### config.mk
export PLATFORM = sky130hd
export DESIGN_NAME = univ_shift_reg
export DESIGN_NICKNAME = d
export VERILOG_FILES = /design/src/rtl/univ_shift_reg.sv
export SDC_FILE = /design/constraint.sdc
export NUM_CORES = 1
export LEC_CHECK = 0
export CAP_MARGIN = 20
export CORE_ASPECT_RATIO = 1.2
export CORE_MARGIN = 2
export CORE_UTILIZATION = 40
export CTS_CLUSTER_SIZE = 28
export DETAILED_ROUTE_END_ITERATION = 6
export GPL_ROUTABILITY_DRIVEN = 0
export PLACE_DENSITY = 0.81
export SYNTH_ARGS = -nofsm -noshare
export SYNTH_HDL_FRONTEND = slang
export SYNTH_SLANG_ARGS = --single-unit
### constraint.sdc
create_clock -name clk -period 2.5 [get_ports clk]
set_clock_uncertainty 0.2 [all_clocks]
set_input_delay 0.5 -clock clk [delete_from_list [all_inputs] [get_ports clk]]
set_output_delay 0.5 -clock clk [all_outputs]
set_load 0.02 [all_outputs]
### src/rtl/univ_shift_reg.sv
// univ_shift_reg: universal shift register with hold/shift-right/shift-left/load and a saturating shift counter
module univ_shift_reg #(
  parameter int WIDTH = 8,
  parameter logic [WIDTH-1:0] RESET_VAL = {WIDTH{1'b0}}
) (
  input  logic                       clk,
  input  logic                       rst,
  input  logic                       en,
  input  logic [1:0]                 mode,
  input  logic                       sin_r,
  input  logic                       sin_l,
  input  logic [WIDTH-1:0]           pin,
  output logic [WIDTH-1:0]           q,
  output logic [WIDTH-1:0]           qbar,
  output logic                       sout_r,
  output logic                       sout_l,
  output logic [$clog2(WIDTH+1)-1:0] cnt,
  output logic                       done
);
  localparam int CW = $clog2(WIDTH+1);
  localparam logic [CW-1:0] FULL = CW'(WIDTH);
  logic [WIDTH-1:0] q_nxt;
  logic [CW-1:0] cnt_nxt;
  logic shift;
  // next word and counter; only the serial/parallel input of the active mode is consulted
  always_comb begin
    shift = mode[0] ^ mode[1];
    q_nxt = mode == 2'b01 ? {sin_r, q[WIDTH-1:1]} :
            mode == 2'b10 ? {q[WIDTH-2:0], sin_l} :
            mode == 2'b11 ? pin : q;
    cnt_nxt = mode == 2'b11 ? '0 : (shift && !done) ? cnt + 1'b1 : cnt;
  end
  // state register: reset beats enable, enable gates every update
  always_ff @(posedge clk) begin
    if (rst) begin
      q   <= RESET_VAL;
      cnt <= '0;
    end else if (en) begin
      q   <= q_nxt;
      cnt <= cnt_nxt;
    end
  end
  assign qbar   = ~q;
  assign sout_r = q[0];
  assign sout_l = q[WIDTH-1];
  assign done   = cnt == FULL;
endmodule

# [Word level (Yosys, flattened, before mapping)]
# Index checks and enable logic that the tools add are counted.
[word_totals] regBits=12 out_inout_bits=23 input_bits=15 word_cells=20
[op_classes] eq_ne=4 n_bitwise=2 n_mux=5 addsub=1 reduce_logical=6
[op_table] cell="2-to-1 mux 8 bit" n=3
[op_table] cell="2-to-1 mux 4 bit" n=2
[op_table] cell="NOT 8 bit" n=1
[op_table] cell="adder 4 x 1 -> 4 bit, second input constant" n=1
[op_table] cell="== test 2 bit, second input constant" n=2
[op_table] cell="== test 4 bit, second input constant" n=1
[op_table] cell="AND reduction 2 bit" n=2
[op_table] cell="nonzero test 3 bit" n=1
[op_table] cell="== test 2 x 1 -> 1 bit, second input constant" n=1
[op_table] cell="nonzero test 2 bit" n=1
[op_table] cell="logical AND 1 bit" n=1
[op_table] cell="logical NOT 1 bit" n=1
[op_table] cell="XOR 1 bit" n=1

# [Depth between registers and ports, before layout]
[depth] depth_word=5 mapped_depth=6 ltp_nobuf=5

# [Worst setup path after synthesis]
# Ideal clock, no wire load.
[synth_path] path_type="reg2reg" start="register cnt[0]" end="register cnt[0]" t_arrival_ns=1.765 stages_incl_launch_ff=6 path_buffers=0 synth_period_minus_slack_ns=2.044 required_time_ns=2.221 setup_time_ns=0.079 path_slack_ns=0.456 cell_sequence="dfxtp_1 inv_1 ha_1 and3b_1 or4b_4 a211oi_2"
[synth_between] elab_chain_len=5 elab_cells_between_ends=8 cone_classes="1 x add/sub; 1 x eq/ne; 2 x mux; 4 x reduce/logical"
[synth_lines] item="start, declared" line="17" rtl="output logic [$clog2(WIDTH+1)-1:0] cnt,"
[synth_lines] item="start signal, assigned" line="40" rtl="cnt <= cnt_nxt;"
[synth_lines] item="== test 4 bit" line="46" rtl="assign done = cnt == FULL;"
[synth_lines] item="net done" line="18" rtl="output logic done"
[synth_lines] item="logical NOT 1 bit" line="31" rtl="cnt_nxt = mode == 2'b11 ? '0 : (shift && !done) ? cnt + 1'b1 : cnt;"
[synth_lines] item="logical AND 1 bit" line="31"
[synth_lines] item="nonzero test 2 bit (no source line)"
[synth_lines] item="AND reduction 2 bit (no source line)"
# The timed path passes the listed nets, and every way through them passes these cells. The select of a mux whose other input is x is not followed.
# A chain may end at the register's enable or synchronous reset.

# [Worst setup path after layout]
[layout_path] start="input port mode[0]" end="register cnt[0]"
[layout_between] elab_chain_len=4 elab_cells_between_ends=6 cone_classes="1 x eq/ne; 1 x mux; 1 x bitwise; 3 x reduce/logical"
[layout_lines] item="start, declared" line="9" rtl="input logic [1:0] mode,"
[layout_lines] item="XOR 1 bit" line="27" rtl="shift = mode[0] ^ mode[1];"
[layout_lines] item="logical AND 1 bit" line="31"
[layout_lines] item="nonzero test 2 bit (no source line)"
[layout_lines] item="AND reduction 2 bit (no source line)"
# Several ways; a longest one is shown, not always the timed one.

==> flow_metrics.py <==
metrics = {
    "clock_tree": {
        "cts-root-buf": "clkbuf_4",
        "clkSinkCount": 12,
        "clk_pin_slew_ns": 0.08,
        "cts_max_level": 1,
        "tritoncts": "yes",
        "clockBufferDepth": 2,
        "insertion_delay_ns": 0.27,
        "cts_setup_buffers": 0,
        "cts_inserted_buffers": 3,
    },
    "floorplanning": {
        "initial_core_util_pct": 41.3,
        "dieArea_um2": 2450,
        "die_x_um": 45.5,
        "pin_count": 38,
        "core_region_area_um2": 2000,
        "rows": 18,
        "die_h_um": 53.8,
    },
    "worst_setup_path": {
        "timing.reg2reg.setup_slack_ns": 0.52,
        "r2r-start": "cnt[0]$_SDFFE_PP0P_",
        "worstReg2RegEnd": "cnt[0]$_SDFFE_PP0P_",
        "cp-start-kind": "input pin",
        "path_max_fanout": 5,
        "cp_data_required_time_ns": 2.49,
        "critical_path_class": "input pin to flop",
        "cp.arrival_ns": 2.18,
        "r2r_cells": 5,
        "end_kind": "flop",
    },
    "finish": {
        "fillCellCount": 172,
        "multiInputGateArea_um2": 499,
        "drive_gt1_share_pct": 14.0,
        "diodes": 0,
        "nets": 158,
        "final-seq-area_um2": 240,
        "synthToLayoutAreaGrowth_pct": 52.5,
    },
    "timing": {
        "min_period_over_period_pct": 87.7,
        "hold_violations": 0,
        "maxSlewHeadroom_pct": 62.9,
        "tightest_slew_ns": 0.555,
        "setup_tns_ns": 0,
        "layout_min_cycle_time_ns": 2.19,
        "fin_ws_ns": 0.308,
        "rsz0062_at_grt": "false",
        "fmax_mhz": 456,
        "setup_viol": 0,
        "drv_slew": 0,
    },
    "min_path": {
        "min-delay-path-class": "flop to flop",
        "min_to": "q[0]$_SDFFE_PP0P_",
        "min-delay-start": "q[0]$_SDFFE_PP0P_",
        "min_path_cells": 2,
    },
    "global_route": {
        "grt_use_met2_pct": 32.9,
        "grt_util_met3_pct": 4.36,
        "grt_pass1_wl_um": 3150,
        "grt_antenna_before_repair": 0,
        "grt-ovfl-total": 0,
        "top_usage_layer": "met2",
        "grt_util_all_layers_pct": 17.8,
        "met1_usage_pct": 18.8,
        "grt_max_degree": 17,
        "grt_pass1_vias": 776,
    },
    "outcome": {
        "status": "finished, final reports clean",
    },
    "placed_design": {
        "hpwl_um": 1530,
        "portBuffers": 37,
        "dp_slack_ns": 0.00194,
    },
    "power_and_ir_drop": {
        "p_per_area_nw_per_um2": 419,
        "comb_power_share_pct": 31.1,
        "seq_power_share_pct": 40.5,
        "p_sw_uw": 149,
        "pwr-share-clk_pct": 28.4,
        "swShare_pct": 28.3,
        "peakVddDrop_uv": 345,
        "intPower_uw": 379,
        "total_power_uw": 528,
        "power_leakage_nw": 0.492,
    },
    "synth": {
        "synth.avg_cell_area_um2": 8.35,
        "ys_seq_elements": 12,
        "yosysUniqueCellTypes": 25,
        "syn_area_um2": 827,
        "yosys_warnings": 0,
        "ys_seq_area_share_pct": 29.0,
        "synthesis.nets": 120,
        "synth_cells": 99,
    },
    "routing": {
        "vias": 813,
        "drc_errors": 0,
        "antenna_left": 0,
        "wirelength_um": 1990,
        "first_iter_violations": 8,
        "wire_per_inst_um": 12.7,
        "vias_per_cell": 5.21,
        "dr.pass1.iters": 2,
    },
    "job": {
        "cap_violations": 0,
    },
}
==> synthesized netlist by cell type <==
library cell | instances | share of area, %
mux2_2 | 8 | 11
ha_1 | 6 | 9.1
a41oi_1 | 1 | 1.1
nor2b_1 | 2 | 1.5
clkbuf_1 | 3 | 1.4
dfxtp_1 | 12 | 29
a21oi_1 | 10 | 6.1
clkbuf_2 | 1 | 0.60
o41ai_2 | 1 | 2.0
nand4_1 | 1 | 0.76
nor2_1 | 1 | 0.45
and4bb_2 | 1 | 1.5
nand2_1 | 8 | 3.6
buf_4 | 2 | 1.8
or4_1 | 1 | 0.91
nor3_1 | 1 | 0.60
nand2b_1 | 10 | 7.6
buf_1 | 1 | 0.45
o32ai_1 | 1 | 1.1
a211oi_2 | 1 | 1.5
o21ai_0 | 3 | 1.8
o211ai_1 | 8 | 7.3
or4b_4 | 1 | 1.7
and3b_1 | 1 | 1.1
inv_1 | 14 | 6.4
==> cell usage in the layout (no fill, tap or decap) <==
| cell | Yosys | layout |
|---|---|---|
| clkbuf_8 | 0 | 1 |
| or4b_4 | 1 | 1 |
| clkdlybuf4s50_1 | 0 | 36 |
| nor3_1 | 1 | 1 |
| and3b_1 | 1 | 1 |
| a21oi_1 | 10 | 10 |
| inv_1 | 14 | 14 |
| clkbuf_4 | 0 | 3 |
| ha_1 | 6 | 6 |
| buf_4 | 2 | 2 |
| a211oi_2 | 1 | 1 |
| nor2_1 | 1 | 1 |
| a41oi_1 | 1 | 1 |
| o21ai_0 | 3 | 3 |
| buf_12 | 0 | 1 |
| and4bb_2 | 1 | 1 |
| dlymetal6s2s_1 | 0 | 1 |
| nand4_1 | 1 | 1 |
| or4_1 | 1 | 1 |
| nand2b_1 | 10 | 10 |
| o211ai_1 | 8 | 8 |
| nand2_1 | 8 | 8 |
| o41ai_2 | 1 | 1 |
| mux2_2 | 8 | 8 |
| o32ai_1 | 1 | 1 |
| dfxtp_1 | 12 | 12 |
| nor2b_1 | 2 | 2 |
==> final cells by class <==
cell class                 count  area share (%)
clock buffer                   4            2.88
sequential                    12            19.0
multi-input combinational     66            39.6
tap                           20            1.98
timing repair buffer          40            32.3
inverter                      14            4.17
==> cells by family (layout without fill, tap and decap cells) <==
group / Yosys count / count (layout) / synth area share [%]
simple gates: 27 / 27 / 19.7
compound gates: 25 / 25 / 20.7
buf+inv: 21 / 58 / 10.6
flops: 12 / 12 / 29.0
mux: 8 / 8 / 10.9
fa+ha+maj: 6 / 6 / 9.08
==> registers in the layout, indices dropped and copies added (netlist names) <==
name / count
q: 8
cnt: 4
==> power by group through the flow <==
stage / Clock (mW) / Combinational, mW / Sequential, mW
floorplan: 0 / 0.0770 / 0.228
global placement: 0 / 0.161 / 0.217
detailed placement: 0 / 0.165 / 0.218
CTS: 0.157 / 0.166 / 0.214
global route: 0.167 / 0.178 / 0.215
finish: 0.150 / 0.164 / 0.214
==> metal layers <==
metal,part of all wire (%),vias to the layer above
met5,0,-
met4,0,0
met3,6.5,0
met2,50,32
met1,43,368
li1,-,413
==> metrics by stage <==
step	hold slack (ns)	cell area, um^2	instances	utilization [%]
final	0.304	1260	156	62.9
after floorplan	0.357	827	99	-
after detailed placement	0.296	1220	152	61.0
after global routing	0.322	1260	156	62.9
after global placement	0.278	1220	152	61.0
after CTS	0.307	1260	156	62.8
==> critical path: stages <==
cell	delay (ns)
clkdlybuf4s50_1	0.51
inv_1	0.08
ha_1	0.36
or4b_4	0.52
a211oi_2	0.22
==> timing repair <==
action / 4_1_cts / 5_1_grt
resized for setup: 0 / 1
hold buffers: 0 / 0
setup endpoints to repair: 0 / 1
==> worst max path at each step <==
stage / to / depth (start not counted) / from
CTS: done / 4 / cnt[0]$_SDFFE_PP0P_
global placement: cnt[0]$_SDFFE_PP0P_ / 5 / mode[0]
detailed placement: cnt[0]$_SDFFE_PP0P_ / 5 / mode[0]
floorplan: cnt[0]$_SDFFE_PP0P_ / 5 / cnt[0]$_SDFFE_PP0P_
global route: cnt[2]$_SDFFE_PP0P_ / 5 / mode[0]
finish: cnt[0]$_SDFFE_PP0P_ / 5 / mode[0]
(Power assumes the default switching activity.)
